`src/rtl/serial_alu_seq_pkg.sv`:
```
// Shared encodings for the bit-serial add/subtract sequencer.
package serial_alu_seq_pkg;

  localparam logic [1:0] ST_IDLE = 2'd0;
  localparam logic [1:0] ST_RUN  = 2'd1;
  localparam logic [1:0] ST_DONE = 2'd2;

  localparam logic OP_ADD = 1'b0;
  localparam logic OP_SUB = 1'b1;

  typedef enum logic [1:0] {
    S_IDLE = ST_IDLE,
    S_RUN  = ST_RUN,
    S_DONE = ST_DONE
  } state_e;

endpackage

```
`src/rtl/serial_alu_seq_add1b.sv`:
```
// One-bit full adder: the single arithmetic cell reused every cycle.
module add1b (
  input  logic a,
  input  logic b,
  input  logic ci,
  output logic r,
  output logic co
);

  assign r  = a ^ b ^ ci;
  assign co = (a & b) | (ci & (a ^ b));

endmodule

```
`src/rtl/serial_alu_seq.sv`:
```
// Bit-serial add/subtract sequencer: streams two latched operands LSB-first
// through one full adder, then reports result, carry and signed overflow.
module serial_alu_seq
  import serial_alu_seq_pkg::*;
#(
  parameter int WIDTH = 8
) (
  input  logic             clk,
  input  logic             rst,
  input  logic             start,
  input  logic             sub,
  input  logic [WIDTH-1:0] a,
  input  logic [WIDTH-1:0] b,
  output logic             busy,
  output logic             done,
  output logic [WIDTH-1:0] r,
  output logic             co,
  output logic             ovf
);

  localparam int CW = (WIDTH > 1) ? $clog2(WIDTH) : 1;

  state_e           state_q, state_d;
  logic [WIDTH-1:0] asa_q, asa_d;
  logic [WIDTH-1:0] bsb_q, bsb_d;
  logic [WIDTH-1:0] rsh_q, rsh_d;
  logic [WIDTH-1:0] r_q, r_d;
  logic [CW-1:0]    count_q, count_d;
  logic             cy_q, cy_d;
  logic             co_q, co_d;
  logic             ovf_q, ovf_d;

  logic             fa_r;
  logic             fa_co;

  add1b u_add1b (
    .a  (asa_q[0]),
    .b  (bsb_q[0]),
    .ci (cy_q),
    .r  (fa_r),
    .co (fa_co)
  );

  // Next-state and datapath updates; a new request is taken from IDLE or DONE.
  always_comb begin
    state_d = state_q;
    asa_d   = asa_q;
    bsb_d   = bsb_q;
    rsh_d   = rsh_q;
    r_d     = r_q;
    count_d = count_q;
    cy_d    = cy_q;
    co_d    = co_q;
    ovf_d   = ovf_q;

    case (state_q)
      S_RUN: begin
        rsh_d   = {fa_r, rsh_q[WIDTH-1:1]};
        cy_d    = fa_co;
        asa_d   = {1'b0, asa_q[WIDTH-1:1]};
        bsb_d   = {1'b0, bsb_q[WIDTH-1:1]};
        count_d = count_q + CW'(1);
        if (count_q == CW'(WIDTH - 1)) begin
          // MSB step: cy_q is the carry into the sign bit
          r_d     = {fa_r, rsh_q[WIDTH-1:1]};
          co_d    = fa_co;
          ovf_d   = fa_co ^ cy_q;
          state_d = S_DONE;
        end
      end
      default: begin
        if (state_q == S_DONE) state_d = S_IDLE;
        if (start) begin
          // subtraction is a + ~b + 1: invert b and seed the carry with 1
          asa_d   = a;
          bsb_d   = (sub == OP_SUB) ? ~b : b;
          cy_d    = sub;
          count_d = '0;
          rsh_d   = '0;
          state_d = S_RUN;
        end
      end
    endcase
  end

  // State register; reset clears control and datapath alike.
  always_ff @(posedge clk) begin
    if (rst) begin
      state_q <= S_IDLE;
      asa_q   <= '0;
      bsb_q   <= '0;
      rsh_q   <= '0;
      r_q     <= '0;
      count_q <= '0;
      cy_q    <= 1'b0;
      co_q    <= 1'b0;
      ovf_q   <= 1'b0;
    end else begin
      state_q <= state_d;
      asa_q   <= asa_d;
      bsb_q   <= bsb_d;
      rsh_q   <= rsh_d;
      r_q     <= r_d;
      count_q <= count_d;
      cy_q    <= cy_d;
      co_q    <= co_d;
      ovf_q   <= ovf_d;
    end
  end

  assign busy = (state_q == S_RUN);
  assign done = (state_q == S_DONE);
  assign r    = r_q;
  assign co   = co_q;
  assign ovf  = ovf_q;

endmodule

```
`config.mk`:
```
export PLATFORM = sky130hd
export DESIGN_NAME = serial_alu_seq
export DESIGN_NICKNAME = d
export VERILOG_FILES = /design/src/rtl/serial_alu_seq_pkg.sv /design/src/rtl/serial_alu_seq_add1b.sv /design/src/rtl/serial_alu_seq.sv
export SDC_FILE = /design/constraint.sdc
export NUM_CORES = 1
export LEC_CHECK = 0
export BUFFER_PORTS_ARGS = -buffer_cell sky130_fd_sc_hd__buf_4
export CORE_ASPECT_RATIO = 0.6
export CORE_MARGIN = 3
export CORE_UTILIZATION = 58
export DETAILED_ROUTE_END_ITERATION = 10
export GPL_TIMING_DRIVEN = 0
export PLACE_DENSITY = 0.83
export SETUP_SLACK_MARGIN = 0.5
export SKIP_CTS_REPAIR_TIMING = 1
export SYNTH_ARGS = -nofsm -noshare
export SYNTH_HDL_FRONTEND = slang
export SYNTH_SLANG_ARGS = --single-unit
```
`constraint.sdc`:
```
create_clock -name clk -period 3.7 [get_ports clk]
set_input_delay 0.74 -clock clk [delete_from_list [all_inputs] [get_ports clk]]
set_output_delay 0.74 -clock clk [all_outputs]
set_load 0.03 [all_outputs]
```
==> qor.yml, run 1 <==
fin_skew_ns: 0.00540
num_rows: 14
cts_num_sinks: 39
worst_path_largest_cell_delay_ns: 0.42
synth_adder_area_share_pct: 2.69
remaining_drc_errors: 0
synth_top_family_by_area: "simple AND/OR/NAND/NOR gates"
grt_pass1_vias: 1294
groute.usage.overall_pct: 23.6
finalWorstPathRequiredPeriod_ns: 2.23
global_route.overflow_total: 0
fin_tns_setup_ns: 0
worstSkewPairLatency_ns: 0.29
distinct_cell_type_count_of_the_synthesized_netlist: 26
die_y_microns: 47.6
detail_route.first_pass.iterations: 4
power_density_nw_per_um2: 421
maxSlewHeadroom_pct: 62.0
syn_nets: 214
antennaDiodeCount: 0
slew_at_the_pin_with_the_worst_max_slew_slack_ns: 0.571
yosysWarnings: 0
irDropWorstVdd_mv: 0.289
post_drt_via_cell_ratio: 5.66
synthToLayoutAreaGrowth_pct: 20.6
cts_tree: "yes"
dieArea_sq_um: 3590
initial_standard_cell_utilization_of_the_core_pct: 63.8
syn-mean-instance-area_sq_um: 8.78
antenna_left: 0
grt_pass1_wl_microns: 6110
combined_area_of_the_multi_input_logic_cells_sq_um: 800
dr_total_vias: 1467
worst-path-max-fanout: 10
ys_seq_area_share_pct: 46.6
layout_cell_share_with_drive_strength_beyond_1_pct: 21.6
timing.hold.worst.class: "reg -> reg"
clk_pin_slew_ns: 0.08
worst_setup_path_end_kind: "output pin"
dp_hpwl_microns: 2710
commonest_non_fill_non_tap_cell_in_the_layout: "dfxtp_1"
dominant_cell_type_by_area_after_synthesis: "dfxtp_1"
place_congestion: 0.791
total_leakage_power_nw: 0.825
final.hold.worst_slack_ns: 0.461
layout.cells.most_common_list: "dfxtp_1, nand2_1, buf_4"
timing.critical_path.required_ns: 2.96
finalSetupViolCount: 0
routed_wire_length_per_instance_microns: 14.9
postSynthRegisterBits: 39
first_iter_violations: 93
post_synth_main_area_contributors: "dfxtp_1, nand2_1, a21oi_1"
cts.htree.levels: 2
clock-root-buffer: "clkbuf_8"
synthesized_area_fraction_occupied_by_ao_oa_aoi_and_oai_cells_pct: 16.6
layout_worst_path_cycle_share_pct: 60.3
synthesis.area_sq_um: 1680
floorplan_die_width_microns: 75.4
numCtsBuffers: 5
clock_path_buffers: 2
worst_endpoint_data_arrival_time_ns: 1.49
max_freq_mhz: 448
post_synthesis_cells: 191
antenna_violations_before_repair: 0
drv_slew: 0
crit_path_start_kind: "flop"
worst-setup-path-type: "reg -> out"
yosys.area.top_type_share_pct: 46.6
grt_start_max_net_pins: 12
floorplan.io_pins: 32
sequential_cell_area_sq_um: 781
maxCapViolations: 0
outcome: "complete, no violations"
critical-path-slowest-cell: "dfxtp_1"
port_buf_inserts: 29
synth_xor_area_share_pct: 4.70
fin_cells: 259
post_synthesis_share_of_cell_area_spent_on_and_or_nand_and_nor_gates_pct: 17.8
crit_path_cell_trace: "nand2b_1 -> buf_6 -> inv_4 -> buf_2 -> buf_4"
portion_of_netlist_area_occupied_by_mux_cells_pct: 5.97
route.final.wire_length_microns: 3850
dp.cells: 252
coreArea_sq_um: 2630
grt_setup_unrepaired: "false"
hold_viol: 0
finalNetCount: 250
nFillCells: 184
## metal layers
metal | global-route usage (%) | up-vias | wire (microns)
li1 | - | 720 | -
met1 | 31.7 | 686 | 1940
met2 | 34.6 | 49 | 1580
met3 | 7.34 | 12 | 248
met4 | 11.8 | 0 | 87
met5 | 0 | - | 0
## final cells by class
cell class | count | area share, %
plain buffers | 15 | 4.27
clock buffers | 6 | 4.08
clock inverters | 1 | 0.248
inverters | 2 | 0.495
multi-input cells | 135 | 39.5
flip-flops and latches | 39 | 38.6
well taps | 32 | 1.98
repair buffers | 29 | 10.8
## Yosys cell counts
library cell / count
nor3_1: 2
nand3_1: 10
inv_1: 1
a211o_1: 7
and3b_1: 1
a21oi_2: 1
nand3b_1: 1
nor2b_1: 1
dfxtp_1: 39
buf_4: 2
a211oi_1: 9
clkbuf_1: 2
mux2i_1: 10
xnor2_1: 9
buf_2: 6
nor2_1: 18
nor3b_1: 1
a2111oi_2: 1
ha_1: 2
buf_1: 3
buf_6: 2
nand2b_1: 2
nand2_1: 34
a21oi_1: 25
fa_1: 1
inv_4: 1
## power by group
group | total (mW) | internal [mW] | switching (mW) | leakage, nW
registers | 0.450 | 0.438 | 0.0120 | 0.318
logic | 0.111 | 0.0523 | 0.0589 | 0.460
clock network | 0.290 | 0.146 | 0.144 | 0.0470
## state kept, by name (all words and copies together) (netlist names)
| register | flops |
|---|---|
| r | 8 |
| ovf | 1 |
| rsh_q | 7 |
| count_q | 3 |
| co | 1 |
| bsb_q | 8 |
| cy_q | 1 |
| asa_q | 8 |
| state_q | 2 |
## critical path: cells and delay by family (launching register included)
kind                   cells  cell delay, ns
and+or+nand+nor            1            0.09
buffers and inverters      4            0.70
DFF                        1            0.42
## through the flow
stage	cell area [sq um]	power (mW)	setup slack [ns]	util [%]
6_report	2020	0.851	1.47	77.0
5_1_grt	2020	0.881	1.39	77.0
4_1_cts	2020	0.851	1.47	77.0
3_5_place_dp	1930	0.568	1.78	73.6
3_3_place_gp	1930	0.564	1.82	73.6
2_1_floorplan	1680	0.532	2.03	-
## logic make-up (layout without fill, tap and decap cells)
logic type | count (synthesis) | after routing
AO/OA/AOI/OAI | 43 | 43
multiplexers | 10 | 10
adder cells (fa/ha/maj) | 3 | 3
XOR/XNOR | 9 | 9
AND/OR/NAND/NOR | 70 | 70
buffers and inverters | 17 | 53
flip-flops | 39 | 39
## path summary, 6_finish.rpt
| path | start | end | slack, ns | depth (start not counted) |
|---|---|---|---|---|
| worst max-delay path | state_q[0] | busy | 1.47 | 5 |
| worst min register to register | r[3] | r[3] | 0.46 | 2 |
| worst max register to register | count_q[0] | co | 2.23 | 6 |
| worst min-delay path | r[3] | r[3] | 0.46 | 2 |
(Power assumes the default switching activity.)
==> inputs of run 2 (changes only) <==
--- a/config.mk
+++ b/config.mk
@@ -8,10 +8,10 @@
 export BUFFER_PORTS_ARGS = -buffer_cell sky130_fd_sc_hd__buf_4
 export CORE_ASPECT_RATIO = 0.6
 export CORE_MARGIN = 3
-export CORE_UTILIZATION = 58
+export CORE_UTILIZATION = 48
 export DETAILED_ROUTE_END_ITERATION = 10
 export GPL_TIMING_DRIVEN = 0
-export PLACE_DENSITY = 0.83
+export PLACE_DENSITY = 0.73
 export SETUP_SLACK_MARGIN = 0.5
 export SKIP_CTS_REPAIR_TIMING = 1
 export SYNTH_ARGS = -nofsm -noshare
==> constraint.sdc (replaced) <==
create_clock -name clk -period 1.9 [get_ports clk]
set_input_delay 0.38 -clock clk [delete_from_list [all_inputs] [get_ports clk]]
set_output_delay 0.38 -clock clk [all_outputs]
set_load 0.03 [all_outputs]
==> run 2 against run 1 <==
Against the previous run: final area grew 9.0%; sequential share of layout area shrank 3.0 points; worst setup slack lost 1.1 ns; count of clock-buffer cells in the layout is the same; routed wire length grew 15%; die area grew 19%; clock skew shrank 0.0015 ns; sequential cell count is the same; via count grew 4.2%; utilization shrank 5.8 points; clock power grew 96%.
==> qor.yml, run 2 (synthesis gave the netlist of run 1 again) <==
outcome: "complete, no violations"
antennaDiodeCount: 0  # unchanged
remaining_drc_errors: 0  # unchanged
antenna_violations_before_repair: 0  # unchanged
fin_skew_ns: 0.00391  # -0.00149 ns
initial_standard_cell_utilization_of_the_core_pct: 54.1  # -9.7 points
grt_pass1_vias: 1366  # +5.6%
dieArea_sq_um: 4260  # +19%
worst-setup-path-type: "reg -> out"
cts_tree: "yes"
slew_at_the_pin_with_the_worst_max_slew_slack_ns: 0.594  # +0.0230 ns
finalSetupViolCount: 0  # unchanged
numCtsBuffers: 5  # unchanged
grt_pass1_wl_microns: 6510  # +6.6%
hold_viol: 0  # unchanged
worst-path-max-fanout: 5  # -5
port_buf_inserts: 29  # unchanged
grt_start_max_net_pins: 12  # unchanged
floorplan_die_width_microns: 82.3  # +9.1%
floorplan.io_pins: 32  # unchanged
irDropWorstVdd_mv: 0.526  # +82%
top_layer_used: "met4"
finalNetCount: 263  # +5.2%
groute.usage.overall_pct: 20.8  # -2.7 points
wl_met3_microns: 286  # +15%
detail_route.first_pass.iterations: 4  # unchanged
worst-r2r-cell-count: 6  # unchanged
timing.critical_path.required_ns: 1.52  # -1.44 ns
layout_cell_share_with_drive_strength_beyond_1_pct: 30.8  # +9.2 points
total_leakage_power_nw: 0.895  # +8.5%
fin_tns_setup_ns: 0  # unchanged
finalWorstPathRequiredPeriod_ns: 1.57
coreArea_sq_um: 3100  # +18%
cts_num_sinks: 39  # unchanged
nFillCells: 233  # +27%
clock_path_buffers: 2  # unchanged
min_path_cells: 2  # unchanged
route.final.wire_length_microns: 4440  # +15%
post_drt_via_cell_ratio: 5.42  # -4.3%
num_rows: 15  # +1
dr_wl_met2_microns: 1950  # +24%
global_route.overflow_total: 0  # unchanged
timing.hold.worst.class: "in -> reg"
layout_worst_path_cycle_share_pct: 82.5
layout.cells.most_common_list: "buf_4, dfxtp_1, nand2_1"
dp.cells: 262  # +4.0%
maxCapViolations: 0  # unchanged
worst_endpoint_data_arrival_time_ns: 1.19  # -0.30 ns
worstSkewPairLatency_ns: 0.29  # about the same
fin_cells: 282  # +8.9%
r2r_setup_slack_ns: 0.48  # -1.75 ns
grt_setup_unrepaired: "true"
fin_ws_ns: 0.332  # -1.14 ns
cts.htree.levels: 2  # unchanged
wirelength_met1_microns: 2100  # +8.2%
die_y_microns: 51.8  # +8.7%
antenna_left: 0  # unchanged
maxSlewHeadroom_pct: 60.4  # -1.5 points
drv_slew: 0  # unchanged
clock-root-buffer: "clkbuf_8"
preCtsSetupSlack_ns: 0.338  # -1.44 ns
first_iter_violations: 122  # +31%
dr_total_vias: 1529  # +4.2%
worst_setup_path_end_kind: "output pin"
crit_path_start_kind: "flop"
place_congestion: 0.789  # -0.27%
max_freq_mhz: 638
dp_hpwl_microns: 2880  # +6.3%
routed_wire_length_per_instance_microns: 15.7  # +5.8%
commonest_non_fill_non_tap_cell_in_the_layout: "buf_4"
power_density_nw_per_um2: 770  # +83%
clk_pin_slew_ns: 0.07  # about the same
synthToLayoutAreaGrowth_pct: 31.4
## run 2: cell types whose count changed in the layout (fill, tap and decap cells not counted), sizes merged
cell | before | now
buf | 42 | 54
inv | 2 | 1
clkinv | 1 | 2
clkbuf | 8 | 9
## run 2: cell type report
cell class                      instances  area, sq um  area share (%)
Inverter                                2         20.0           0.909
Tap cell                               42         52.6            2.39
Multi-Input combinational cell        135          831            37.7
Sequential cell                        39          785            35.6
Clock inverter                          1         5.00           0.227
Clock buffer                            6         82.6            3.75
Timing Repair Buffer                   42          323            14.7
Buffer                                 15          105            4.77
## run 2: stage by stage
stage | utilization (%) | total power, mW | area (sq um) | hold WS [ns]
2_1_floorplan | - | 1.04 | 1680 | 0.432
3_3_place_gp | 62.9 | 1.10 | 1950 | 0.441
3_5_place_dp | 62.9 | 1.11 | 1950 | 0.449
4_1_cts | 65.7 | 1.66 | 2030 | 0.266
5_1_grt | 71.2 | 1.77 | 2200 | 0.263
6_report | 71.2 | 1.70 | 2200 | 0.268
## run 2: path summary, 6_finish.rpt
kind / startpoint / endpoint
max: state_q[1] / busy
min: rst / bsb_q[7]
max reg2reg: state_q[1] / rsh_q[2]
min reg2reg: r[3] / r[3]
## run 2: critical path, cell delays in order, from the launching register on
cell and delay (ns):
dfxtp_2 0.36, nand2b_4 0.12, buf_6 0.12, clkinv_8 0.05
buf_8 0.12, buf_6 0.13
## run 2: layer usage
layer / track usage, % / up-vias
met5: 0 / -
met4: 8.29 / 0
met3: 5.54 / 12
met2: 30.6 / 48
met1: 28.9 / 725
li1: - / 744
## run 2: where the power goes
part	switching, mW	total (mW)	internal, mW	leakage, nW
clock	0.282	0.567	0.285	0.0470
sequential	0.0245	0.878	0.853	0.320
combinational	0.126	0.252	0.126	0.529
total	0.433	1.70	1.26	0.895
==> inputs of run 3 (changes only) <==
--- a/config.mk
+++ b/config.mk
@@ -8,10 +8,10 @@
 export BUFFER_PORTS_ARGS = -buffer_cell sky130_fd_sc_hd__buf_4
 export CORE_ASPECT_RATIO = 0.6
 export CORE_MARGIN = 3
-export CORE_UTILIZATION = 48
+export CORE_UTILIZATION = 54
 export DETAILED_ROUTE_END_ITERATION = 10
 export GPL_TIMING_DRIVEN = 0
-export PLACE_DENSITY = 0.73
+export PLACE_DENSITY = 0.78
 export SETUP_SLACK_MARGIN = 0.5
 export SKIP_CTS_REPAIR_TIMING = 1
 export SYNTH_ARGS = -nofsm -noshare
==> constraint.sdc (replaced) <==
create_clock -name clk -period 1.6 [get_ports clk]
set_input_delay 0.32 -clock clk [delete_from_list [all_inputs] [get_ports clk]]
set_output_delay 0.32 -clock clk [all_outputs]
set_load 0.03 [all_outputs]
==> run 3 against run 2 <==
Against the previous run: clock skew up 0.0039 ns; combinational power up 45%; global-route usage up 0.86 points; clock power up 17%; critical endpoint unchanged; count of clock-buffer cells in the layout down 1; sequential power up 20%; largest power group unchanged.
==> qor.yml, run 3 (synthesis gave the netlist of run 1 again) <==
finalWorstPathRequiredPeriod_ns: 1.57
sequential_cell_area_sq_um: 802  # +2.2%
layout.cells.most_common_list: "buf_4, nand2_1, dfxtp_1"
clockPowerShare_pct: 32.0  # -1.4 points
irDropWorstVdd_mv: 0.805  # +53%
numCtsBuffers: 5  # unchanged
finalCoreUtilization_pct: 91.8  # +21 points
timing.hold.worst.class: "in -> reg"
detail_route.first_pass.iterations: 5  # +1
clk_pin_slew_ns: 0.08  # about the same
coreArea_sq_um: 2720  # -12%
max_freq_mhz: 636
cts.htree.levels: 2  # unchanged
nFillCells: 91  # -61%
initial_standard_cell_utilization_of_the_core_pct: 61.8  # +7.6 points
final_cell_area_sq_um: 2490  # +13%
layout_worst_path_cycle_share_pct: 98.3
startpoint_of_the_worst_setup_timing_path: "state_q[1]"
wirelength_met1_microns: 2240  # +6.9%
pwr-share-comb_pct: 17.6  # +2.7 points
commonest_non_fill_non_tap_cell_in_the_layout: "buf_4"
first_iter_violations: 177  # +45%
worst_hold_startpoint: "rst"
finalSetupViolCount: 0  # unchanged
num_rows: 14  # -1
grt_pass1_wl_microns: 6620  # +1.8%
drv_slew: 0  # unchanged
floorplan.io_pins: 32  # unchanged
grt_pass1_vias: 1366  # unchanged
timing.rr.start: "state_q[1]"
cts_tree: "yes"
maxCapViolations: 0  # unchanged
groute.usage.overall_pct: 21.7  # +0.86 points
dieArea_sq_um: 3830  # -10%
dr_total_vias: 1721  # +13%
preCtsSetupSlack_ns: 0.103  # -0.235 ns
antenna_left: 0  # unchanged
clock-root-buffer: "clkbuf_8"
worstSkewPairLatency_ns: 0.30  # about the same
worst-setup-path-type: "reg -> out"
layout_cell_share_with_drive_strength_beyond_1_pct: 50.8  # +20 points
global_route.overflow_total: 0  # unchanged
wl_met3_microns: 542  # +90%
routed_wire_length_per_instance_microns: 20.0  # +27%
dr_wl_met2_microns: 2630  # +35%
grt_start_max_net_pins: 13  # +1
worst_endpoint_data_arrival_time_ns: 1.25  # +0.06 ns
dp.cells: 260  # -0.76%
antenna_violations_before_repair: 0  # unchanged
worst_setup_path_end_kind: "output pin"
fin_cells: 282  # unchanged
finalNetCount: 264  # +0.38%
fin_tns_setup_ns: 0  # unchanged
timing.critical_path.required_ns: 1.28  # -0.24 ns
synthToLayoutAreaGrowth_pct: 48.6
outcome: "complete, no violations"
share_of_total_power_in_sequential_cells_pct: 50.4  # -1.3 points
route.final.wire_length_microns: 5630  # +27%
clock_path_buffers: 2  # unchanged
maxSlewHeadroom_pct: 51.5  # -8.9 points
post_drt_via_cell_ratio: 6.10  # +13%
antennaDiodeCount: 0  # unchanged
grt_setup_unrepaired: "true"
combined_area_of_the_multi_input_logic_cells_sq_um: 1020  # +23%
slew_at_the_pin_with_the_worst_max_slew_slack_ns: 0.727  # +0.133 ns
power_density_nw_per_um2: 835  # +8.5%
place_congestion: 0.756  # -4.2%
port_buf_inserts: 29  # unchanged
final.hold.worst_slack_ns: 0.213  # -0.0554 ns
fin_skew_ns: 0.00777  # +0.00386 ns
cts_num_sinks: 39  # unchanged
hold_viol: 0  # unchanged
crit_path_start_kind: "flop"
placed_cell_area_sq_um: 2020  # +3.7%
die_y_microns: 49.2  # -5.1%
power_switching_uw: 600  # +39%
report.power.total_mw: 2.08  # +23%
swShare_pct: 28.8  # +3.3 points
top_layer_used: "met4"
fin_ws_ns: 0.0274  # -0.305 ns
floorplan_die_width_microns: 77.9  # -5.3%
dp_hpwl_microns: 2820  # -2.2%
remaining_drc_errors: 0  # unchanged
total_leakage_power_nw: 1.04  # +16%
p_int_mw: 1.48  # +17%
worst-path-max-fanout: 8  # +3
[run 3: cell types whose count changed in the layout (fill, tap and decap cells not counted), sizes merged]
cell    previous run  this run
clkbuf             9        10
clkinv             2         4
buf               54        53
[run 3: final timing paths]
path | end | slack [ns] | depth (start not counted)
min | bsb_q[7] | 0.21 | 2
max reg2reg | bsb_q[0] | 0.15 | 7
max | busy | 0.03 | 5
min reg2reg | bsb_q[2] | 0.48 | 2
[run 3: power by group through the flow]
stage          registers, mW  logic, mW  clock network, mW
4_1_cts                 1.04      0.267              0.648
3_5_place_dp            1.07      0.266                  0
3_3_place_gp            1.06      0.257                  0
5_1_grt                 1.05      0.389              0.693
2_1_floorplan           1.06      0.187                  0
6_report                1.05      0.366              0.666
[run 3: final cells by class]
type / instances / area share [%]
multi-input cells: 135 / 41.0
clock buffers: 5 / 2.76
well taps: 40 / 2.01
clock inverters: 3 / 0.603
flip-flops and latches: 39 / 32.2
repair buffers: 43 / 15.1
plain buffers: 15 / 5.52
inverters: 2 / 0.804
[run 3: metal layers]
layer	global-route usage [%]	vias up
met5	0	-
met4	5.23	0
met3	5.54	25
met2	32.2	109
met1	31.3	837
li1	-	750
[run 3: worst max-delay path, cell delays in order, from the launching register on]
cell and delay, ns:
dfxtp_4 0.38, nand2b_4 0.13, buf_8 0.11, clkinv_8 0.07, buf_8 0.13, buf_6 0.13
